File: config.mk
export PLATFORM = sky130hd
export DESIGN_NAME = e_mdu_iter
export DESIGN_NICKNAME = d
export VERILOG_FILES = /design/src/rtl/e_mdu_iter.sv
export SDC_FILE = /design/constraint.sdc
export NUM_CORES = 2
export LEC_CHECK = 0
export ABC_AREA = 0
export CAP_MARGIN = 25
export CELL_PAD_IN_SITES_DETAIL_PLACEMENT = 1
export CELL_PAD_IN_SITES_GLOBAL_PLACEMENT = 1
export CORE_MARGIN = 1
export CORE_UTILIZATION = 34
export DETAILED_ROUTE_END_ITERATION = 12
export HOLD_SLACK_MARGIN = 0.1
export PLACE_DENSITY = 0.62
export REMOVE_ABC_BUFFERS = 1
export SETUP_SLACK_MARGIN = 0.15
export SYNTH_ARGS = -nofsm -noshare
export SYNTH_HDL_FRONTEND = slang
export SYNTH_SLANG_ARGS = --single-unit
File: constraint.sdc
create_clock -name clk -period 6.3 [get_ports clk]
set_clock_uncertainty 0.15 [all_clocks]
set_input_delay 1.26 -clock clk [delete_from_list [all_inputs] [get_ports clk]]
set_output_delay 1.26 -clock clk [all_outputs]
set_load 0.01 [all_outputs]
File: src/rtl/e_mdu_iter.sv
// E-stage multiply/divide unit: fixed-latency multiply, radix-2 restoring divide, HI/LO state.
// Define MDU_CANCEL_EN to let int_req abort an in-flight operation.
module e_mdu_iter #(
    parameter int WIDTH   = 32,
    parameter int MUL_LAT = 5
) (
    input  logic             clk,
    input  logic             reset,
    input  logic             int_req,
    input  logic [WIDTH-1:0] A,
    input  logic [WIDTH-1:0] B,
    input  logic [3:0]       MDUop,
    output logic             busy,
    output logic             done,
    output logic [WIDTH-1:0] MDUresult
);

    localparam int MAXC = (WIDTH > MUL_LAT) ? WIDTH : MUL_LAT;
    localparam int CW   = $clog2(MAXC + 1);

    typedef enum logic [1:0] {IDLE, MUL, DIV} state_t;

    state_t             state;
    logic [WIDTH-1:0]   hi, lo;
    logic [WIDTH-1:0]   a_q, b_q;
    logic [WIDTH-1:0]   rem, quo, dvs;
    logic [2*WIDTH-1:0] prod;
    logic               sgn_q;
    logic [CW-1:0]      cnt;

    logic is_mul, is_div, is_sgn, cancel;

    always_comb begin
        is_mul = 1'b0;
        is_div = 1'b0;
        is_sgn = 1'b0;
        case (MDUop)
            4'd1, 4'd9, 4'd11: begin is_mul = 1'b1; is_sgn = 1'b1; end
            4'd2, 4'd10, 4'd12: is_mul = 1'b1;
            4'd3: begin is_div = 1'b1; is_sgn = 1'b1; end
            4'd4: is_div = 1'b1;
            default: ;
        endcase
    end

`ifdef MDU_CANCEL_EN
    assign cancel = int_req;
`else
    assign cancel = 1'b0;
`endif

    // Sign/zero extension to 2*WIDTH makes one unsigned multiply serve both flavours
    logic [2*WIDTH-1:0] ax, bx, prd, mul_res;

    always_comb begin
        ax  = is_sgn ? {{WIDTH{A[WIDTH-1]}}, A} : {{WIDTH{1'b0}}, A};
        bx  = is_sgn ? {{WIDTH{B[WIDTH-1]}}, B} : {{WIDTH{1'b0}}, B};
        prd = ax * bx;
        case (MDUop)
            4'd9, 4'd10:  mul_res = {hi, lo} + prd;
            4'd11, 4'd12: mul_res = {hi, lo} - prd;
            default:      mul_res = prd;
        endcase
    end

    logic             sa, sb;
    logic [WIDTH-1:0] a_abs, b_abs;
    logic [WIDTH:0]   rem_sh, diff;
    logic [WIDTH-1:0] rem_nx, quo_nx, q_fin, r_fin;

    always_comb begin
        sa     = sgn_q & a_q[WIDTH-1];
        sb     = sgn_q & b_q[WIDTH-1];
        a_abs  = sa ? -a_q : a_q;
        b_abs  = sb ? -b_q : b_q;
        rem_sh = {rem, quo[WIDTH-1]};
        diff   = rem_sh - {1'b0, dvs};
        rem_nx = diff[WIDTH] ? rem_sh[WIDTH-1:0] : diff[WIDTH-1:0];
        quo_nx = {quo[WIDTH-2:0], ~diff[WIDTH]};
        q_fin  = (sa ^ sb) ? -quo_nx : quo_nx;
        r_fin  = sa ? -rem_nx : rem_nx;
        // Zero divisor bypasses sign fix-up so signed matches unsigned behaviour
        if (b_q == '0) begin
            q_fin = '1;
            r_fin = a_q;
        end
    end

    always_ff @(posedge clk or negedge reset) begin
        if (!reset) begin
            state <= IDLE;
            hi    <= '0;
            lo    <= '0;
            a_q   <= '0;
            b_q   <= '0;
            rem   <= '0;
            quo   <= '0;
            dvs   <= '0;
            prod  <= '0;
            sgn_q <= 1'b0;
            cnt   <= '0;
            busy  <= 1'b0;
            done  <= 1'b0;
        end else begin
            done <= 1'b0;
            case (state)
                IDLE: begin
                    if (!int_req) begin
                        if (is_mul) begin
                            prod  <= mul_res;
                            cnt   <= CW'(MUL_LAT - 1);
                            busy  <= 1'b1;
                            state <= MUL;
                        end else if (is_div) begin
                            a_q   <= A;
                            b_q   <= B;
                            sgn_q <= is_sgn;
                            cnt   <= '0;
                            busy  <= 1'b1;
                            state <= DIV;
                        end else if (MDUop == 4'd7) begin
                            hi <= A;
                        end else if (MDUop == 4'd8) begin
                            lo <= A;
                        end
                    end
                end
                MUL: begin
                    if (cancel) begin
                        busy  <= 1'b0;
                        cnt   <= '0;
                        state <= IDLE;
                    end else if (cnt == '0) begin
                        {hi, lo} <= prod;
                        done     <= 1'b1;
                        busy     <= 1'b0;
                        state    <= IDLE;
                    end else begin
                        cnt <= cnt - CW'(1);
                    end
                end
                DIV: begin
                    if (cancel) begin
                        busy  <= 1'b0;
                        cnt   <= '0;
                        state <= IDLE;
                    end else if (cnt == '0) begin
                        rem <= '0;
                        quo <= a_abs;
                        dvs <= b_abs;
                        cnt <= CW'(1);
                    end else if (cnt == CW'(WIDTH)) begin
                        lo    <= q_fin;
                        hi    <= r_fin;
                        done  <= 1'b1;
                        busy  <= 1'b0;
                        cnt   <= '0;
                        state <= IDLE;
                    end else begin
                        rem <= rem_nx;
                        quo <= quo_nx;
                        cnt <= cnt + CW'(1);
                    end
                end
                default: state <= IDLE;
            endcase
        end
    end

    always_comb begin
        case (MDUop)
            4'd5:    MDUresult = hi;
            4'd6:    MDUresult = lo;
            default: MDUresult = '0;
        endcase
    end

endmodule
==> flow_summary.json <==
{
  "synth-edff-count": 0,
  "fill_cells": 24100,
  "use_met3": 0.0271,
  "coreArea_um2": 208000,
  "status": "finished, violations left",
  "drc_errors": 0,
  "htreeDepth": 2,
  "critPathLaunch": "B[1]",
  "criticalPathCategory": "input port to flip-flop",
  "hold_class": "flip-flop to flip-flop",
  "drtPass1Iterations": 5,
  "ctsHoldBuffers": 0,
  "grt-ovfl-total": 0,
  "clk_pin_slew_ps": 70,
  "clock-sinks": 299,
  "grt_usage": 0.284,
  "routabilityCongestion": 0.974,
  "finalSetupTns_ps": -273690,
  "hold_ws_ps": 334,
  "ios": 105,
  "fmax_mhz": 79.4,
  "crit_path_max_incr_delay_ps": 590,
  "hold_viol_final": 0,
  "start_util": 0.344,
  "area_delta_synth_final_pct": 27.8,
  "cts_tree": "built",
  "grt.busiest_layer": "met2",
  "layout_commonest_cell": "inv_1",
  "synth_flop_cell": "dfrtp_1",
  "ys_types": 101,
  "rows": 167,
  "via_per_inst": 5.13,
  "finalWirelength_um": 299000,
  "vias": 62300,
  "hpwl_um": 248000,
  "critPathRequiredTime_ps": 6630,
  "crit_arrival_ps": 12920,
  "period_share": 2.00,
  "netlist_area_um2": 71500,
  "slew_headroom": 0.356,
  "layout_setup_ws_ps": -6290,
  "rsz0062_at_grt": "true",
  "violations": "negative setup slack",
  "grt_first_pass_wirelength_um": 448000,
  "async_flop_share": 1.00,
  "nets": 11200,
  "synth_seq_cells": 299,
  "min_period_ps": 12590,
  "cp_max_fo": 5,
  "port_buffers": 104,
  "grt_max_degree": 148,
  "cts_buffer_depth": 3,
  "critPathLaunchType": "input port",
  "first_global_vias": 70400,
  "drive_gt1_frac": 0.230,
  "grt_use_met1": 0.354,
  "clock_latency_ps": 610,
  "min_from": "dvs[14]$_DFFE_PN0P_",
  "synthCells": 8190,
  "drv_slew": 0,
  "die_h_um": 461,
  "cp_slowest_cell": "or4_4",
  "timing.rr.start": "quo[31]$_DFFE_PN0P_",
  "antenna_left": 0,
  "maxCapViolations": 0,
  "drtIter0Drc": 3245,
  "avgSynthCellArea_um2": 8.73,
  "setup_viol": 58,
  "dieWidth_um": 461,
  "layout_common_cells": "1627 x inv_1, 1390 x fa_1, 1180 x buf_4, 1101 x nand2_1, 357 x ha_1",
  "grtUsageMet2": 0.499,
  "die_area_um2": 212000,
  "worst_setup_path_end_kind": "flip-flop",
  "antenna_found_initial": 22,
  "yosys_warnings": 0,
  "cts_buffers": 39,
  "tightestPinTransition_ps": 966,
  "wl_per_cell_um": 24.6,
  "root_buffer": "clkbuf_16",
  "seq_area_frac_synth": 0.105
}
[stage by stage]
step	std cells	setup slack (ps)	cell area (um^2)	utilization
floorplan	7741	-7470	69800	-
global placement	11800	-7770	84100	0.404
detailed placement	11800	-7750	84100	0.404
CTS	12100	-6270	88900	0.427
global route	12100	-6720	91400	0.439
finish	12100	-6290	91400	0.439
[cell usage after synthesis (45+ instances only)]
cell type,instances,area share
a21o_1,93,0.0098
a21oi_1,339,0.024
and2_1,367,0.032
and3_1,45,0.0039
clkbuf_1,420,0.022
dfrtp_1,299,0.10
fa_1,1426,0.40
ha_1,408,0.071
inv_1,1659,0.087
mux2_2,66,0.010
nand2_1,1138,0.060
nand3_1,71,0.0050
nor2_1,327,0.017
nor3_1,65,0.0045
o21ai_0,360,0.025
xnor2_1,230,0.028
xor2_1,150,0.018
[cell families (layout without fill, tap and decap cells)]
group,Yosys count,in the layout,synth area share
AND/OR/NAND/NOR,2234,2234,0.144
buffers and inverters,2109,3254,0.111
adder cells (fa/ha/maj),1838,1838,0.471
AO/OA/AOI/OAI,1233,1233,0.108
XOR/XNOR,381,381,0.0468
flip-flops,299,299,0.105
multiplexers,96,96,0.0146
other,0,7,0
[worst max-delay path, delay by kind of cell]
family / cells / cell delay [ps]
compound gates: 13 / 2280
buf+inv: 16 / 1710
fa+ha+maj: 12 / 5040
simple gates: 14 / 2420
xor+xnor: 1 / 170
[area by class of cell]
cell class,count,area [um^2],share of cell area
well taps,2788,3490,0.0382
diodes,7,17.5,0.000192
flip-flops and latches,299,7480,0.0819
clock inverters,17,209,0.00229
clock buffers,51,1090,0.0119
inverters,1660,6230,0.0682
multi-input cells,5782,59200,0.648
repair buffers,1526,13700,0.149
[worst paths after layout]
path / to / slack [ps] / cells past startpoint
max in group asynchronous: prod[63]$_DFFE_PN0P_ / 4190 / 2
setup / recovery: prod[58]$_DFFE_PN0P_ / -6290 / 56
hold / removal: dvs[14]$_DFFE_PN0P_ / 330 / 2
hold reg to reg: dvs[14]$_DFFE_PN0P_ / 330 / 2
setup reg to reg: hi[24]$_DFFE_PN0P_ / 390 / 26
min in group asynchronous: b_q[1]$_DFFE_PN0P_ / 470 / 1
[layer usage]
metal	part of all wire	vias to the layer above
li1	-	27500
met1	0.42	32900
met2	0.50	1347
met3	0.038	482
met4	0.050	0
met5	0	-
[state kept, by name, indices dropped and copies added, names as in the netlist]
register  count
lo           32
quo          32
done          1
busy          1
prod         64
b_q          32
a_q          32
state         2
cnt           6
rem          32
sgn_q         1
hi           32
dvs          32
[repair_timing]
item	CTS	global route
pin swaps	282	265
endpoints found under the setup margin	59	70
buffers inserted	147	60
resized for setup	555	425
gates cloned	15	1
Power is not shown: default switching activity piles up to over one toggle a cycle in this logic, so the estimate is an artifact.
